`src/rtl/cla_pkg.sv`:
```
// cla_pkg: shared constants and helpers for the pipelined carry-lookahead adder.
package cla_pkg;
    localparam int GROUP_W = 4;
    function automatic int calc_stages(input int width, input int gps);
        return width / (GROUP_W * gps);
    endfunction
    function automatic bit width_ok(input int width, input int gps);
        return (width % (GROUP_W * gps)) == 0;
    endfunction
endpackage

```
`src/rtl/cla_stage.sv`:
```
// cla_stage: combinational slice adder built from 4-bit lookahead groups rippling between groups.
module cla_stage import cla_pkg::*; #(
    parameter int GPS = 2
) (
    input  logic [GROUP_W*GPS-1:0] a_i,
    input  logic [GROUP_W*GPS-1:0] b_i,
    input  logic                   ci_i,
    output logic [GROUP_W*GPS-1:0] s_o,
    output logic                   co_o,
    output logic                   cm_o
);
    logic [GPS:0] gc;
    assign gc[0] = ci_i;
    assign co_o = gc[GPS];
    for (genvar j = 0; j < GPS; j++) begin : g_grp
        logic [3:0] p, g;
        logic [4:0] c;
        assign p = a_i[j*GROUP_W +: GROUP_W] ^ b_i[j*GROUP_W +: GROUP_W];
        assign g = a_i[j*GROUP_W +: GROUP_W] & b_i[j*GROUP_W +: GROUP_W];
        assign c[0] = gc[j];
        assign c[1] = g[0] | (p[0] & c[0]);
        assign c[2] = g[1] | (p[1] & g[0]) | (p[1] & p[0] & c[0]);
        assign c[3] = g[2] | (p[2] & g[1]) | (p[2] & p[1] & g[0]) | (p[2] & p[1] & p[0] & c[0]);
        assign c[4] = g[3] | (p[3] & g[2]) | (p[3] & p[2] & g[1]) | (p[3] & p[2] & p[1] & g[0])
                    | (&p & c[0]);
        assign s_o[j*GROUP_W +: GROUP_W] = p ^ c[3:0];
        assign gc[j+1] = c[4];
        if (j == GPS - 1) begin : g_msb
            assign cm_o = c[3];
        end
    end
endmodule

```
`src/rtl/cla_pipe_adder.sv`:
```
// cla_pipe_adder: pipelined carry-lookahead add/subtract with valid/ready handshake.
// Each stage adds one slice; unadded operand bits and finished sum bits travel along.
module cla_pipe_adder import cla_pkg::*; #(
    parameter int WIDTH = 16,
    parameter int GPS   = 2
) (
    input  logic             clk,
    input  logic             reset,
    input  logic             in_valid,
    output logic             in_ready,
    input  logic [WIDTH-1:0] a,
    input  logic [WIDTH-1:0] b,
    input  logic             ci,
    input  logic             sub,
    output logic             out_valid,
    input  logic             out_ready,
    output logic [WIDTH-1:0] s,
    output logic             co,
    output logic             ovf
);
    localparam int SW = GROUP_W * GPS;
    localparam int STAGES = calc_stages(WIDTH, GPS);
    localparam logic [WIDTH-1:0] SLICE_M = WIDTH'({SW{1'b1}});
    if (!width_ok(WIDTH, GPS)) begin : g_bad_width
        $error("cla_pipe_adder: WIDTH must be a multiple of 4*GPS");
    end
    logic             v_q[STAGES], c_q[STAGES], o_q[STAGES];
    logic             v_d[STAGES], c_d[STAGES], o_d[STAGES];
    logic [WIDTH-1:0] a_q[STAGES], b_q[STAGES], s_q[STAGES];
    logic [WIDTH-1:0] a_d[STAGES], b_d[STAGES], s_d[STAGES];
    logic             rdy[STAGES+1];
    assign rdy[STAGES] = out_ready;
    assign in_ready    = rdy[0];
    assign out_valid   = v_q[STAGES-1];
    assign s           = s_q[STAGES-1];
    assign co          = c_q[STAGES-1];
    assign ovf         = o_q[STAGES-1];
    for (genvar k = 0; k < STAGES; k++) begin : g_stg
        logic             v_in, c_in, cout, cm;
        logic [WIDTH-1:0] a_in, b_in, s_in;
        logic [SW-1:0]    sum;
        if (k == 0) begin : g_in
            assign v_in = in_valid;
            assign a_in = a;
            assign b_in = sub ? ~b : b;
            assign c_in = sub | ci;
            assign s_in = '0;
        end else begin : g_in
            assign v_in = v_q[k-1];
            assign a_in = a_q[k-1];
            assign b_in = b_q[k-1];
            assign c_in = c_q[k-1];
            assign s_in = s_q[k-1];
        end
        cla_stage #(.GPS(GPS)) u_stage (
            .a_i  (a_in[k*SW +: SW]),
            .b_i  (b_in[k*SW +: SW]),
            .ci_i (c_in),
            .s_o  (sum),
            .co_o (cout),
            .cm_o (cm)
        );
        assign v_d[k] = v_in;
        assign a_d[k] = a_in;
        assign b_d[k] = b_in;
        assign c_d[k] = cout;
        // only the last stage's value reaches ovf; earlier ones are overwritten downstream
        assign o_d[k] = cout ^ cm;
        assign s_d[k] = (s_in & ~(SLICE_M << (k*SW))) | (WIDTH'(sum) << (k*SW));
        assign rdy[k] = !v_q[k] || rdy[k+1];
    end
    always_ff @(posedge clk) begin
        for (int k = 0; k < STAGES; k++) begin
            if (reset) begin
                v_q[k] <= 1'b0;
                c_q[k] <= 1'b0;
                o_q[k] <= 1'b0;
                a_q[k] <= '0;
                b_q[k] <= '0;
                s_q[k] <= '0;
            end else if (rdy[k]) begin
                v_q[k] <= v_d[k];
                c_q[k] <= c_d[k];
                o_q[k] <= o_d[k];
                a_q[k] <= a_d[k];
                b_q[k] <= b_d[k];
                s_q[k] <= s_d[k];
            end
        end
    end
endmodule

```
`config.mk`:
```
export PLATFORM = sky130hd
export DESIGN_NAME = cla_pipe_adder
export DESIGN_NICKNAME = d
export VERILOG_FILES = /design/src/rtl/cla_pkg.sv /design/src/rtl/cla_stage.sv /design/src/rtl/cla_pipe_adder.sv
export SDC_FILE = /design/constraint.sdc
export NUM_CORES = 1
export LEC_CHECK = 0
export CAP_MARGIN = 5
export CORE_MARGIN = 8
export CORE_UTILIZATION = 34
export CTS_CLUSTER_SIZE = 10
export DETAILED_ROUTE_END_ITERATION = 8
export PLACE_DENSITY = 0.71
export SLEW_MARGIN = 20
export SYNTH_ARGS = -nofsm -noshare
export SYNTH_HDL_FRONTEND = slang
export SYNTH_SLANG_ARGS = --single-unit
```
`constraint.sdc`:
```
create_clock -name clk -period 2.9 [get_ports clk]
set_input_delay 0.87 -clock clk [delete_from_list [all_inputs] [get_ports clk]]
set_output_delay 0.87 -clock clk [all_outputs]
set_load 0.05 [all_outputs]
```
Yosys cells after proc, flatten, opt, wreduce, memory -nomap -nowiden
Memories as Yosys holds them, arrays and structs flattened.
Index checks and enable logic that the tools add are counted.
{ "word_totals": {"n_memories": 6, "wordCells": 164, "ram_bits": 102, "reg_bits": 0, "out_inout_bits": 20, "inputBits": 38} }
{ "op_classes": {"muxes": 21, "bitwise_logic": 129, "reduce_logical": 8} }
{ "mem_list": {"columns": ["memory", "words", "width", "read_ports", "rd_ports_with_merged_regs", "write_ports", "line", "source"], "rows": [
  ["a_q", 2, 16, 1, 0, 2, "cla_pipe_adder.sv:29", "logic [WIDTH-1:0] a_q[STAGES], b_q[STAGES], s_q[STAGES];"],
  ["b_q", 2, 16, 1, 0, 2, "cla_pipe_adder.sv:29", null],
  ["s_q", 2, 16, 2, 0, 2, "cla_pipe_adder.sv:29", null],
  ["c_q", 2, 1, 2, 0, 2, "cla_pipe_adder.sv:27", "logic v_q[STAGES], c_q[STAGES], o_q[STAGES];"],
  ["o_q", 2, 1, 1, 0, 2, "cla_pipe_adder.sv:27", null],
  ["v_q", 2, 1, 2, 0, 2, "cla_pipe_adder.sv:27", null]
]} }
{ "ops": {"columns": ["operator", "count"], "rows": [
  ["16-bit two-way mux", 7],
  ["1-bit AND", 60],
  ["1-bit bitwise OR", 53],
  ["4-bit XOR", 8],
  ["4-bit AND", 4],
  ["16-bit NOT", 1],
  ["8-bit by 16-bit bitwise OR with 16-bit output", 1],
  ["4-bit AND reduction", 4],
  ["1-bit two-way mux", 14],
  ["1-bit logical NOT", 2],
  ["1-bit logical OR", 2],
  ["1-bit XOR", 2]
]} }

Depth between registers and ports, before layout
Gate-level depths: netlist of run 1.
{ "depth": {"depth_word": 12, "ltp_mapped": 10, "ltp_nobuf": 8} }

Cells and area by module
From an unflattened synthesis of run 1, not the netlist that was laid out.
{ "unflattened": {"hier_cells": 201, "hier_area_um2": 2701.3} }
{ "by_module_without_submodules": {"columns": ["mod", "instances", "area_per_inst_um2", "seq_area_each_um2", "cells_each"], "rows": [
  ["cla_pipe_adder", 1, 2043.2, 1351.3, 125],
  ["cla_stage", 2, 329.1, 0.0, 38]
]} }

Worst setup path before layout of run 1
No wires, ideal clock.
{ "synth_path": {"path_type": "input -> register", "start": "input port sub", "end": "memory s_q[0][5] (data pin)", "setup_slack_ns": -0.207, "setup_time_ns": 0.266, "t_required_ns": 2.634, "n_path_buf": 2, "stages": 10, "arrival_ns": 2.841, "path_cell_list": "buf_6 -> buf_2 -> xor2_1 -> ha_1 -> o21ai_1 -> a221oi_2 -> nor2_1 -> fa_1 -> xor2_1 -> nor2_1"} }
{ "synth_rtl": {"columns": ["item", "line", "source"], "rows": [
  ["start: declaration", "cla_pipe_adder.sv:14", "input logic sub,"],
  ["end: declaration", "cla_pipe_adder.sv:29", null]
]} }

==> metrics.txt, run 1 <==
outcome finished, final reports clean; worst setup path end s_q[0][4]$_SDFFCE_PN0P_; fin cells 368; global route overflow 0; Worst Setup End Kind flop; die area 10300 um^2; Iter 0 DRT Violations 88; Worst Hold Class flop to flop; kind of critical path input pin to flop; met3 GRT Util 3.024%; Worst-Skew Late Latency 0.29 ns; FP Rows 31; Critical Path AT 2.83 ns; share of the synthesized area in the top cell type 54.35%; H-tree level count 2; Slew HR 37.65%; sequential share of the synthesized area 54.35%; Worst path slowest cell fa_2; placed cell count 360; library cells used by synthesis 38; largest cells by area after synthesis edfxtp_1 (54%), ha_1 (8.1%), and2_1 (5.0%); drt via density 4.440; ratio of cells with drive above 1 in the final layout 9.294%; Hold Vio Cnt, Final 0; Worst Path Required 2.93 ns; min-delay src s_q[0][4]$_SDFFCE_PN0P_; cell area after layout 3324 um^2; RR Endpoint s_q[1][13]$_SDFFCE_PN0P_; ys flop type edfxtp_1; Post-Route Skew 0.006090 ns; vias in the first global route 1734; worst-path fanout max 3; area grow syn2layout 33.72%; Post-Synthesis Net Count 258; Fill cells 686; IO Count 58; placer congestion estimate 0.8413; antenna cells 0; chip width 101.5 um; initial antenna violation count 0; busiest grt layer met2; core area 7176 um^2; Worst Max-Slew Pin Slew 0.9352 ns; CTS Buffer Depth 2; Pins Over Slew Limit 0; largest net degree at the start of global routing 27; Layout Utilization 46.33%; Starting Density 34.65%; Post-synth ARST share 0%; Worst setup startpoint b[1]; Ys Warns 0; met2 Use GR 17.20%; ANT nets after route 0; Post-synth EDFFs 45; die height 101.5 um; max-capacitance violation count 0; R2R Path Start b_q[0][8]$_SDFFCE_PN0P_; Hold Buf Count CTS 0; Final nets 326; Mean Syn Cell Area 12.43 um^2; CP max stage delay 0.52 ns; Clock Sink Count 45; total track usage 9.723%; Syn Inst Count 200; VDD IR max 0.1734 mV; length in cells of the worst reg-to-reg path 7; f_max 357.5 MHz; # DRC 0; FF+latch count, synth 45; DP Wirelength 4001 um; CTS tree built; Worst-path clk slew 0.08 ns; minimum clock period 2.797 ns; Via Count 1634; first-pass GRT wire length 7962 um; total wire length 4836 um; FF-to-FF setup slack 0.56 ns; Sum Neg Setup Slack 0 ns; WL/cell 13.14 um; TritonRoute pass-1 iters 4; Power Density 504.6 nW/um^2; fin crit share 96.45%; Setup Viol. Count Final 0; GRT met1 Usage 10.80%; leakage 1.386 nW; crit start category input pin; unrepaired setup endpoints after global routing false; Port Buffer Count 57; post-synth top area cell edfxtp_1; CTS buffer count 5; Placed Area 3239 um^2; most frequent CP cell nor2_1; CTS root buf clkbuf_8; synthesized area 2486 um^2; Cell Chain, Critical Path clkdlybuf4s50_1, xor2_1, ha_1, o21ai_2, a221oi_2, nor2_1, fa_2, nor2_1
cell families (layout without fill, tap and decap cells):
kind of cell | Yosys count | after routing | share of synthesized area (%)
flops | 45 | 45 | 54.35
mux | 5 | 5 | 2.063
fa+ha+maj | 20 | 20 | 11.27
buf+inv | 15 | 84 | 2.667
simple gates | 68 | 68 | 14.34
xor+xnor | 22 | 22 | 7.750
compound gates | 25 | 25 | 7.549
routing by layer:
| layer | part of all wire (%) | routed length (um) | vias up |
|---|---|---|---|
| met3 | 7.5 | 361 | 5 |
| li1 | - | - | 841 |
| met5 | 0 | 0 | - |
| met2 | 50 | 2410 | 39 |
| met4 | 0.95 | 46 | 0 |
| met1 | 42 | 2017 | 749 |
per-stage QoR:
step | hold WS, ns | setup WS [ns] | power (W)
6_report | 0.5238 | 0.1029 | 0.001678
5_1_grt | 0.5462 | 0.02128 | 0.001763
4_1_cts | 0.5205 | 0.1152 | 0.001693
3_5_place_dp | 0.5090 | -0.4102 | 0.001325
3_3_place_gp | 0.5069 | -0.3655 | 0.001308
2_1_floorplan | 0.4967 | -0.03650 | 0.001148
where the power goes:
group	internal (W)	switching, W	total (W)
Sequential	0.000796	0.0000203	0.000816
Clock	0.000167	0.000205	0.000372
Combinational	0.000217	0.000272	0.000489
critical path, delay by kind of cell:
kind / cells / cell delay [ns]
adder cells (fa/ha/maj): 2 / 0.86
buffers and inverters: 1 / 0.41
AO/OA/AOI/OAI: 2 / 0.37
XOR/XNOR: 1 / 0.17
AND/OR/NAND/NOR: 2 / 0.14
cell type report:
cell class / count / area (um^2) / area share, %
inverters: 9 / 33.78 / 1.016
clock inverters: 3 / 17.52 / 0.5269
flip-flops and latches: 45 / 1351 / 40.65
well taps: 99 / 123.9 / 3.726
clock buffers: 5 / 68.82 / 2.070
multi-input cells: 140 / 1075 / 32.33
repair buffers: 67 / 654.4 / 19.68
cells in the final DEF (no fill, tap or decap), drive strengths merged, types with 4 or more instances in the layout:
master         instances
a21o                   4
a21oi                  5
and2                  20
buf                   11
clkbuf                 5
clkdlybuf4s50         55
edfxtp                45
fa                     4
ha                    16
inv                    9
mux2i                  4
nand2                  7
nand2b                 5
nor2                  22
o21ai                  4
xnor2                 10
xor2                  12
cell usage after synthesis, types with 4 or more instances:
library cell and n:
a21o_1 4, a21oi_1 5, and2_1 20, edfxtp_1 45, fa_1 4, ha_1 16
inv_1 9, mux2i_1 4, nand2_1 7, nand2b_1 5, nor2_1 22, xnor2_1 10
xor2_1 12
sequential cells by signal (all words and copies together), names as in the netlist:
signal and count:
s_q 24, a_q 8, b_q 8, c_q 2, v_q 2, o_q 1
repair_timing:
item | CTS | global route
endpoints found under the hold margin | 0 | 0
buffers inserted | 0 | 0
gates resized for setup | 1 | 0
endpoints found under the setup margin | 3 | 0
worst min path at each step:
stage / to / slack (ns) / cells past startpoint
3_5_place_dp: s_q[1][2]$_SDFFCE_PN0P_ / 0.51 / 1
5_1_grt: s_q[1][2]$_SDFFCE_PN0P_ / 0.55 / 1
6_report: s_q[1][4]$_SDFFCE_PN0P_ / 0.52 / 1
3_3_place_gp: s_q[1][0]$_SDFFCE_PN0P_ / 0.51 / 1
2_1_floorplan: s_q[1][0]$_SDFFCE_PN0P_ / 0.50 / 1
4_1_cts: s_q[1][4]$_SDFFCE_PN0P_ / 0.52 / 1
Power figures use the tool's default switching activity.
==> run 2: changes to the inputs <==
--- a/config.mk
+++ b/config.mk
@@ -5,6 +5,7 @@
 export SDC_FILE = /design/constraint.sdc
 export NUM_CORES = 1
 export LEC_CHECK = 0
+export ABC_AREA = 1
 export CAP_MARGIN = 5
 export CORE_MARGIN = 8
 export CORE_UTILIZATION = 34
==> run 2 against run 1 <==
  * Sequential share of layout area down 1.6 points
  * Hold slack better by 0.031 ns
  * Core utilization fell by 0.65 points
  * First-iteration DRC count fell by 32%
  * Largest power group unchanged
==> metrics.txt, run 2 <==
# DRC 0 (unchanged); Worst Max-Slew Pin Slew 0.5181 ns (-0.4171 ns); Post-Synthesis Net Count 321 (+24%); share of the synthesized area in the top cell type 51.87% (-2.5 points); Post-synth EDFFs 45 (unchanged); FF+latch count, synth 45 (unchanged); Port Buffer Count 57 (unchanged); sequential share of the synthesized area 51.87% (-2.5 points); Min Hold Slack 0.5548 ns (+0.03108 ns); Top reg by flops s_q; f_max 365.1 MHz (+2.1%); largest net degree at the start of global routing 27 (unchanged); antenna cells 0 (unchanged); chip width 103.5 um (+2.0%); H-tree level count 2 (unchanged); max reg flops 24 (unchanged); initial antenna violation count 0 (unchanged); post-CTS setup buffer count 0 (unchanged); Int Power 0.001175 W (-0.36%); area grow syn2layout 32.71%; Cell Chain, Critical Path clkdlybuf4s50_1, xnor2_1, inv_1, ha_1, nand2_1, nor2_2, nand2_2, nand3_4, inv_1, fa_1, xor2_1, nor2_1; VDD IR max 0.1774 mV (+2.3%); Worst-path clk slew 0.07 ns (about the same); Worst Path Required 2.95 ns (+0.02 ns); fin crit share 94.44% (-2.0 points); Critical Path AT 2.79 ns (-0.04 ns); CTS buffer count 5 (unchanged); IO Count 58 (unchanged); CP bufs+invs 3 (+2); most frequent CP cell inv_1; total wire length 5070 um (+4.8%); Worst Setup End Kind flop; die area 10720 um^2 (+4.0%); Sw Share 30.91% (+1.2 points); minimum clock period 2.739 ns (-0.05842 ns); Clock Sink Count 45 (unchanged); Slew HR 65.35% (+28 points); ratio of cells with drive above 1 in the final layout 10.42% (+1.1 points); max-capacitance violation count 0 (unchanged); placer congestion estimate 0.8253 (-1.9%); Worst Hold Class flop to flop; global route overflow 0 (unchanged); vias in the first global route 1996 (+15%); CTS tree built; Post-Route Skew 0.005449 ns (-0.0006408 ns); crit start category input pin; FP Rows 32 (+3.2%); first-pass GRT wire length 8894 um (+12%); post-synth top area cell edfxtp_1; Hold Vio Cnt, Final 0 (unchanged); TritonRoute pass-1 iters 4 (unchanged); Mean Syn Cell Area 9.905 um^2 (-20%); DP Wirelength 4278 um (+6.9%); Final nets 393 (+21%); CP top delay family adder cells; Via Count 1861 (+14%); total track usage 10.04% (+0.32 points); combinational share of power 30.6% (+1.4 points); Largest regs s_q (24), a_q (8), b_q (8); drt via density 4.249 (-4.3%); total net switching power 0.0005259 W (+5.6%); Starting Density 34.42% (-0.22 points); commonest cells after routing, fill and taps aside clkdlybuf4s50_1 (55), inv_1 (47), edfxtp_1 (45); kind of critical path input pin to flop; Pins Over Slew Limit 0 (unchanged); CP max stage delay 0.47 ns (-0.05 ns); core area 7567 um^2 (+5.5%); Post-synth ARST share 0% (unchanged); leakage 1.573 nW (+14%); Worst path slowest cell clkdlybuf4s50_1; unrepaired setup endpoints after global routing false; Worst-Skew Late Latency 0.30 ns (about the same); CTS Buffer Depth 2 (unchanged); library cells used by synthesis 25 (-34%); ys flop type edfxtp_1; outcome finished, final reports clean; Synth top cells by count inv_1 (47), edfxtp_1 (45), nor2_1 (43), nand2_1 (35), ha_1 (16); Iter 0 DRT Violations 60 (-32%); Setup Viol. Count Final 0 (unchanged); Clk pwr share 21.1% (-1.1 points); CTS root buf clkbuf_8; WL/cell 11.58 um (-12%); ANT nets after route 0 (unchanged); worst-path fanout max 2 (-1); Sum Neg Setup Slack 0 ns (unchanged); largest cells by area after synthesis edfxtp_1 (52%), ha_1 (7.7%), inv_1 (6.8%); Power Density 492.1 nW/um^2 (-2.5%); Syn Inst Count 263 (+32%); most common cell after layout, fill and taps aside clkdlybuf4s50_1; synthesized area 2605 um^2 (+4.8%); most frequent cell after synthesis inv_1; die height 103.5 um (+2.0%); Seq pwr share 48.3% (-0.4 points); Ys Warns 0 (unchanged)
## run 2: cell types whose count changed in the layout (fill, tap and decap cells not counted), sizes merged, moves of 4 or more
cell    previous run  this run
nand2b             5         0
nand3              2        11
mux2i              4         0
nand2              7        39
and2              20         1
a21o               4         0
nor2              22        45
inv                9        50
a21oi              5        19
## run 2: layout make-up
class,instances,area (um^2)
clock buffer,5,68.82
fill,709,4110
tap,102,127.6
multi-input combinational,163,1032
clock inverter,3,12.51
sequential,45,1351
timing repair buffer,70,676.9
inverter,50,187.7
## run 2: power groups by stage
stage	Sequential, W	Clock [W]	Combinational [W]
after detailed placement	0.000837	0	0.000526
final	0.000821	0.000359	0.000521
after CTS	0.000822	0.000368	0.000529
after global placement	0.000833	0	0.000512
after global routing	0.000830	0.000393	0.000576
after floorplan	0.000946	0	0.000226
## run 2: metal layers
layer / up-vias / part of all wire [%] / track usage [%]
met5: - / 0 / 0
met4: 0 / 1.5 / 3.463
met3: 5 / 4.2 / 2.912
met2: 40 / 50 / 17.42
met1: 833 / 44 / 11.49
li1: 983 / - / -
## run 2: path summary, 6_finish.rpt
path / slack, ns / cells past startpoint / startpoint / endpoint
max: 0.16 / 12 / b[0] / s_q[0][5]$_SDFFCE_PN0P_
min: 0.55 / 2 / s_q[0][7]$_SDFFCE_PN0P_ / s_q[1][7]$_SDFFCE_PN0P_
max reg2reg: 0.93 / 8 / b_q[0][10]$_SDFFCE_PN0P_ / s_q[1][13]$_SDFFCE_PN0P_
min reg2reg: 0.55 / 2 / s_q[0][7]$_SDFFCE_PN0P_ / s_q[1][7]$_SDFFCE_PN0P_
## run 2: repair_timing
action	4_1_cts	5_1_grt
resized for setup	1	0
hold buffers	0	0
setup endpoints to repair	2	0
## run 2: cells by family (layout without fill, tap and decap cells)
family	Yosys count	after routing	synth area share [%]
adders and majority gates	20	20	10.76
buffers and inverters	55	128	8.501
and+or+nand+nor	97	97	16.28
AOI/OAI and AO/OA	26	26	5.860
DFF	45	45	51.87
xor gates and xnor gates	20	20	6.724
## run 2: stage by stage
stage          area [um^2]  std cells  util (%)  power, W  worst slack [ns]
2_1_floorplan         2609        263         -  0.001172           0.02669
3_3_place_gp          3377        430     44.63  0.001345           -0.3037
3_5_place_dp          3377        430     44.63  0.001362           -0.3886
4_1_cts               3457        438     45.68  0.001719            0.1321
5_1_grt               3457        438     45.68  0.001799           0.06647
6_report              3457        438     45.68  0.001701            0.1614
## run 2: worst reg2reg max path: cells and delay by family (launching register included)
kind | cells | cell delay, ns
xor gates and xnor gates | 1 | 0.14
buffers and inverters | 1 | 0.04
DFF | 1 | 0.38
adders and majority gates | 2 | 0.80
and+or+nand+nor | 4 | 0.37
==> run 3: changes to the inputs <==
--- a/config.mk
+++ b/config.mk
@@ -11,6 +11,7 @@
 export CORE_UTILIZATION = 34
 export CTS_CLUSTER_SIZE = 10
 export DETAILED_ROUTE_END_ITERATION = 8
+export GPL_ROUTABILITY_DRIVEN = 0
 export PLACE_DENSITY = 0.71
 export SLEW_MARGIN = 20
 export SYNTH_ARGS = -nofsm -noshare
==> results of run 3 <==
Same layout as run 2: the final DEF is identical, and so are final timing and power.
